[config.mk]
export PLATFORM = sky130hd
export DESIGN_NAME = cpu_bus_responder
export DESIGN_NICKNAME = d
export VERILOG_FILES = /design/src/rtl/cpu_bus_responder_pkg.sv /design/src/rtl/cpu_bus_responder.sv
export SDC_FILE = /design/constraint.sdc
export NUM_CORES = 1
export LEC_CHECK = 0
export BUFFER_PORTS_ARGS = -buffer_cell sky130_fd_sc_hd__buf_2
export CAP_MARGIN = 20
export CELL_PAD_IN_SITES_DETAIL_PLACEMENT = 0
export CELL_PAD_IN_SITES_GLOBAL_PLACEMENT = 1
export CORE_MARGIN = 2
export CORE_UTILIZATION = 35
export CTS_CLUSTER_DIAMETER = 40
export DETAILED_ROUTE_END_ITERATION = 10
export PLACE_DENSITY = 0.77
export RECOVER_POWER = 100
export SLEW_MARGIN = 20
export SYNTH_ARGS = -nofsm -noshare
export SYNTH_HDL_FRONTEND = slang
export SYNTH_SLANG_ARGS = --single-unit
[constraint.sdc]
create_clock -name i_Clk -period 2.4 [get_ports i_Clk]
set_input_delay 0.24 -clock i_Clk [delete_from_list [all_inputs] [get_ports i_Clk]]
set_output_delay 0.24 -clock i_Clk [all_outputs]
set_load 0.02 [all_outputs]
[src/rtl/cpu_bus_responder_pkg.sv]
// Shared types and constants for the CPU bus responder.
// The timeout read value is only returned when CPU_BUS_WAIT_EN is defined.
package cpu_bus_responder_pkg;

    typedef enum logic [1:0] {
        ST_IDLE   = 2'd0,
        ST_ADDR   = 2'd1,
        ST_ACCESS = 2'd2,
        ST_DONE   = 2'd3
    } busState_e;

    localparam logic [7:0] TIMEOUT_RDATA = 8'hFF;

endpackage

[src/rtl/cpu_bus_responder.sv]
// Bridges a strobe-based CPU bus onto a single-request memory port.
// Optional wait-state support with timeout is enabled by defining CPU_BUS_WAIT_EN.
module cpu_bus_responder
    import cpu_bus_responder_pkg::*;
#(
    parameter int ADDR_W   = 16,
    parameter int WAIT_MAX = 15
) (
    input  logic              i_Clk,
    input  logic              i_Reset,
    input  logic              i_Address_Out,
    input  logic [ADDR_W-1:0] i_Address,
    input  logic              i_Bus_In,
    input  logic              i_Bus_Out,
    input  logic [7:0]        i_Data_Write,
    output logic [7:0]        o_Data_Read,
    output logic              o_Data_Valid,
    output logic              o_Stall,
    output logic              o_Protocol_Err,
    output logic [ADDR_W-1:0] o_Mem_Addr,
    output logic              o_Mem_Req,
    output logic              o_Mem_We,
    output logic [7:0]        o_Mem_Wdata,
    input  logic [7:0]        i_Mem_Rdata,
    input  logic              i_Mem_Ready
);

    busState_e         state_q,     state_d;
    logic [ADDR_W-1:0] memAddr_q,   memAddr_d;
    logic              memReq_q,    memReq_d;
    logic              memWe_q,     memWe_d;
    logic [7:0]        memWdata_q,  memWdata_d;
    logic [7:0]        dataRead_q,  dataRead_d;
    logic              dataValid_q, dataValid_d;
    logic              protoErr_q,  protoErr_d;

    logic dataStrobe;
    logic accessOk;
    logic timedOut;

    assign dataStrobe = i_Bus_In | i_Bus_Out;

`ifdef CPU_BUS_WAIT_EN
    localparam int WAIT_W = (WAIT_MAX < 2) ? 1 : $clog2(WAIT_MAX);
    localparam logic [WAIT_W-1:0] WAIT_LAST = WAIT_W'(WAIT_MAX - 1);

    logic [WAIT_W-1:0] waitCnt_q, waitCnt_d;
    logic              stallNow;

    // Counts consecutive not-ready ACCESS cycles; the last permitted one times out.
    assign stallNow = (state_q == ST_ACCESS) && !i_Mem_Ready;
    assign accessOk = i_Mem_Ready;
    assign timedOut = stallNow && (waitCnt_q == WAIT_LAST);
    assign o_Stall  = stallNow;

    always_comb begin
        waitCnt_d = '0;
        if (stallNow && !timedOut) begin
            waitCnt_d = waitCnt_q + 1'b1;
        end
    end

    always_ff @(posedge i_Clk or posedge i_Reset) begin
        if (i_Reset) begin
            waitCnt_q <= '0;
        end else begin
            waitCnt_q <= waitCnt_d;
        end
    end
`else
    logic unusedWaitCfg;

    assign accessOk      = 1'b1;
    assign timedOut      = 1'b0;
    assign o_Stall       = 1'b0;
    assign unusedWaitCfg = i_Mem_Ready ^ (WAIT_MAX != 0);
`endif

    always_comb begin
        state_d     = state_q;
        memAddr_d   = memAddr_q;
        memReq_d    = memReq_q;
        memWe_d     = memWe_q;
        memWdata_d  = memWdata_q;
        dataRead_d  = dataRead_q;
        dataValid_d = 1'b0;
        protoErr_d  = protoErr_q;

        case (state_q)
            ST_IDLE: begin
                if (dataStrobe) begin
                    protoErr_d = 1'b1;
                end
                if (i_Address_Out) begin
                    memAddr_d = i_Address;
                    state_d   = ST_ADDR;
                end
            end

            ST_ADDR: begin
                if (i_Bus_In && i_Bus_Out) begin
                    protoErr_d = 1'b1;
                end else if (i_Bus_In) begin
                    memReq_d = 1'b1;
                    memWe_d  = 1'b0;
                    state_d  = ST_ACCESS;
                end else if (i_Bus_Out) begin
                    memReq_d   = 1'b1;
                    memWe_d    = 1'b1;
                    memWdata_d = i_Data_Write;
                    state_d    = ST_ACCESS;
                end else if (i_Address_Out) begin
                    memAddr_d = i_Address;
                end
            end

            // Request, address and write data stay frozen until completion.
            ST_ACCESS: begin
                if (i_Address_Out || dataStrobe) begin
                    protoErr_d = 1'b1;
                end
                if (accessOk || timedOut) begin
                    memReq_d = 1'b0;
                    memWe_d  = 1'b0;
                    state_d  = ST_DONE;
                    if (timedOut) begin
                        protoErr_d = 1'b1;
                    end
                    if (!memWe_q) begin
                        dataRead_d  = accessOk ? i_Mem_Rdata : TIMEOUT_RDATA;
                        dataValid_d = 1'b1;
                    end
                end
            end

            ST_DONE: begin
                if (dataStrobe) begin
                    protoErr_d = 1'b1;
                end
                if (i_Address_Out) begin
                    memAddr_d = i_Address;
                    state_d   = ST_ADDR;
                end else begin
                    state_d = ST_IDLE;
                end
            end

            default: begin
                state_d = ST_IDLE;
            end
        endcase
    end

    always_ff @(posedge i_Clk or posedge i_Reset) begin
        if (i_Reset) begin
            state_q     <= ST_IDLE;
            memAddr_q   <= '0;
            memReq_q    <= 1'b0;
            memWe_q     <= 1'b0;
            memWdata_q  <= 8'h00;
            dataRead_q  <= 8'h00;
            dataValid_q <= 1'b0;
            protoErr_q  <= 1'b0;
        end else begin
            state_q     <= state_d;
            memAddr_q   <= memAddr_d;
            memReq_q    <= memReq_d;
            memWe_q     <= memWe_d;
            memWdata_q  <= memWdata_d;
            dataRead_q  <= dataRead_d;
            dataValid_q <= dataValid_d;
            protoErr_q  <= protoErr_d;
        end
    end

    assign o_Mem_Addr     = memAddr_q;
    assign o_Mem_Req      = memReq_q;
    assign o_Mem_We       = memWe_q;
    assign o_Mem_Wdata    = memWdata_q;
    assign o_Data_Read    = dataRead_q;
    assign o_Data_Valid   = dataValid_q;
    assign o_Protocol_Err = protoErr_q;

endmodule

==> results.md <==
| Stage | Quantity | Reported |
| --- | --- | --- |
| outcome | Outcome | finished, violations left |
| outcome | Violations in the final reports | capacitance limit, slew limit |
| global route | Final global-route overflow total | 0 |
| power | Sw frac | 0.403 |
| drt | Via-to-Cell Ratio | 4.75 |
| clock tree | Clock edge transition at the registers on the reported setup and hold paths | 0.07 ns |
| clock tree | Hold bufs inserted after CTS | 0 |
| power | Proportion of power drawn by the clock network | 0.147 |
| power | Max IR drop VDD | 0.600 mV |
| global route | Global routing usage summed across all routing layers | 0.137 |
| cells and area | Area taken by multi-input logic gates | 602 sq um |
| drt | Via count of the routed design | 1,136 |
| setup path | Critical Path AT | 2.20 ns |
| die | Placeable core region | 4350 sq um |
| power | Leakage component of the power | 0.935 nW |
| setup path | Crit. Startpoint | state_q[1] |
| setup path | Critical setup path kind | flop to flop |
| cells and area | Ant diodes | 0 |
| drt | Number of DRC markers in iteration 0 | 41 |
| clock tree | Post-cts gate resize count | 0 |
| timing | Slew Viols, Final | 39 |
| yosys | Number of instances in the synthesized netlist | 109 |
| yosys | Top area cells in the synthesized netlist | sky130_fd_sc_hd__dfrtp_1, sky130_fd_sc_hd__mux2_2, sky130_fd_sc_hd__ha_1, sky130_fd_sc_hd__nand2b_1, sky130_fd_sc_hd__a21oi_1 |
| die | Chip width | 71.2 microns |
| cells and area | Core occupancy in the finished layout | 0.470 |
| yosys | Primary flip-flop cell chosen by synthesis mapping | sky130_fd_sc_hd__dfrtp_1 |
| flow run | Max-cap check violation count | 1 |
| timing | Highest clock rate | 491 MHz |
| cells and area | Area growth syn-to-layout | 29.5% |
| yosys | Syn_nets | 151 |
| yosys | Syn. warnings | 0 |
| clock tree | CTS sink cnt | 38 |
| die | Area enclosed by the die boundary | 5070 sq um |
| timing | Setup skew after layout | 0.00552 ns |
| place | HPWL after detailed placement | 2420 microns |
| setup path | Launching element type of the critical path | flop |
| setup path | Critical Path, Cell by Cell | inv_1, ha_1, nor2_1, o21ai_4, mux2_2 |
| die | Number of top-level design ports | 75 |
| clock tree | Buffers from clock root to sink, at most | 2 |
| worst hold path | Class of the tightest hold or removal check | input port to flop |
| cells and area | Most common library cell in the layout ignoring fill and taps | sky130_fd_sc_hd__clkbuf_1 |
| power | Share of power burned in registers | 0.379 |
| yosys | Sequential area share after synthesis | 0.602 |
| drt | Sum of routed wire length over all layers | 3190 microns |
| setup path | Required time at the endpoint of the critical path | 2.57 ns |
| cells and area | Post-layout nets | 228 |
| timing | RSZ-0062 raised after global routing | no |
| cells and area | Fraction of layout instances using a drive strength above 1 | 0.417 |
| power | Internal power component | 1.79 mW |
| power | Net load switching power | 1.21 mW |
| global route | Pin count of the biggest net entering global routing | 39 |
| drt | Remaining number of nets flagged by the antenna check after routing | 0 |
| clock tree | Level count of the clock H-tree | 2 |
| place | Number of buffers inserted by port buffering | 72 |
| yosys | Yosys top cell area share | 0.602 |
| cells and area | Most frequent cells in the layout | sky130_fd_sc_hd__clkbuf_1, sky130_fd_sc_hd__dfrtp_1, sky130_fd_sc_hd__buf_2 |
| yosys | Avg Inst Size Synth | 14.5 sq um |
| cells and area | Sequential cell area | 951 sq um |
| setup path | RR Startpoint | state_q[1] |
| drt | Router iterations before antenna repair | 4 |
| yosys | Post-synthesis async set-or-reset flop share | 1.00 |
| timing | Period minus WS final | 2.04 ns |
| timing | Transition time of the tightest slew-check pin | 1.97 ns |
| clock tree | Clk Latency, worst-skew pair | 0.28 ns |
| timing | Final sum of negative setup slack | 0 ns |
| power | Combinational Power Share | 0.474 |
| clock tree | Count of buffers added by post-CTS timing repair for setup | 0 |
| die | Die outline height | 71.2 microns |
| timing | Relative slew slack | -0.311 |
| timing | Period utilization | 0.849 |
| setup path | Buffers & Inverters on Critical Path | 1 |
| setup path | Critical path's top delay family | compound AO/OA/AOI/OAI gates |
| yosys | Post-synthesis sequential element count | 38 |
| setup path | Critical-path cell with the highest stage delay | sky130_fd_sc_hd__o21ai_4 |
| die | Std-Cell Rows | 24 |
| cells and area | Fill cell instance count of the final layout | 410 |
| yosys | Number of synthesized flops with an enable pin | 0 |
| power | PwrDens | 1460 nW/um^2 |
| yosys | Cell area after synthesis | 1580 sq um |
| setup path | Peak per-stage delay on the critical path | 0.48 ns |
| global route | Initial antenna violation count | 0 |
| drt | Residual DRC count | 0 |
| yosys | Number of distinct library cells after synthesis | 26 |
| place | GPL Wtd Cong | 0.645 |
| clock tree | Clock root buffer master | sky130_fd_sc_hd__clkbuf_8 |
| drt | Detailed-route wire length per cell | 13.3 microns |
| global route | First-pass GRT wire length | 5390 microns |
| timing | Final count of negative-setup-slack endpoints | 0 |
| yosys | Largest area contributor in the synthesized netlist | sky130_fd_sc_hd__dfrtp_1 |
| clock tree | CTS buffer count | 5 |
| timing | Final hold violation count | 0 |
| setup path | Biggest fanout along the worst timing path | 16 |
| setup path | Setup crit end kind | flop |
| worst hold path | Worst hold start | i_Address[1] |
| die | Effective utilization at floorplan | 0.363 |
| global route | Vias in the first global route | 1,184 |
| clock tree | CTS tree | built |
## layout make-up
| type | count | share of cell area |
|---|---|---|
| multi-input combinational | 63 | 0.294 |
| sequential | 38 | 0.465 |
| clock inverter | 1 | 0.00244 |
| inverter | 4 | 0.00733 |
| tap | 52 | 0.0318 |
| timing repair buffer | 74 | 0.158 |
| clock buffer | 7 | 0.0422 |
## state kept, by name, indices dropped and copies added (netlist names)
signal,cells
o_Mem_Wdata,8
o_Mem_Addr,16
o_Protocol_Err,1
state_q,2
o_Mem_Req,1
o_Data_Read,8
o_Mem_We,1
o_Data_Valid,1
## power groups by stage
stage | clock (mW) | combinational [mW] | sequential, mW
global placement | 0 | 1.47 | 1.11
global route | 0.498 | 1.54 | 1.19
floorplan | 0 | 0.671 | 1.50
detailed placement | 0 | 1.53 | 1.13
finish | 0.439 | 1.42 | 1.13
CTS | 0.457 | 1.53 | 1.13
## cell usage after synthesis, types with 2 or more instances
master	number
sky130_fd_sc_hd__dfrtp_1	38
sky130_fd_sc_hd__a21oi_1	3
sky130_fd_sc_hd__mux2_2	33
sky130_fd_sc_hd__ha_1	4
sky130_fd_sc_hd__nor2b_1	2
sky130_fd_sc_hd__inv_1	4
sky130_fd_sc_hd__a21boi_0	2
sky130_fd_sc_hd__nand2b_1	3
sky130_fd_sc_hd__clkbuf_1	2
sky130_fd_sc_hd__nand2_1	2
## cell families (layout without fill, tap and decap cells)
| kind of cell | Yosys count | count (layout) | share of synthesized area |
|---|---|---|---|
| other cells | 1 | 1 | 0.00237 |
| simple gates | 12 | 12 | 0.0467 |
| mux | 33 | 33 | 0.235 |
| fa+ha+maj | 4 | 4 | 0.0317 |
| compound gates | 12 | 12 | 0.0546 |
| buf+inv | 8 | 86 | 0.0222 |
| xor+xnor | 1 | 1 | 0.00554 |
| flops | 38 | 38 | 0.602 |
## path summary, 6_finish.rpt
kind / slack (ns) / to / cells after the start
worst max-delay path: 0.36 / o_Mem_Addr[2] / 5
worst min-delay path: 0.19 / o_Mem_Addr[1] / 2
worst max register to register: 0.36 / o_Mem_Addr[2] / 5
worst min register to register: 0.48 / o_Protocol_Err / 1
max in group asynchronous: 0.62 / state_q[0] / 3
min in group asynchronous: 0.66 / o_Data_Read[2] / 3
## routing by layer
| layer | global-route usage | up-vias | part of all wire |
|---|---|---|---|
| li1 | - | 530 | - |
| met1 | 0.157 | 551 | 0.39 |
| met2 | 0.231 | 53 | 0.51 |
| met3 | 0.0527 | 2 | 0.094 |
| met4 | 0.0482 | 0 | 0.0056 |
| met5 | 0 | - | 0 |
## metrics by stage
stage	power, mW	instance area, sq um	worst slack (ns)	std cells	hold WS (ns)
after floorplan	2.17	1580	0.588	109	0.391
after global placement	2.59	2000	0.245	231	0.372
after detailed placement	2.66	2000	0.117	231	0.379
after CTS	3.12	2090	0.111	239	0.0704
after global routing	3.22	2050	0.165	239	0.173
final	2.99	2050	0.362	239	0.191
Power figures use the tool's default switching activity.
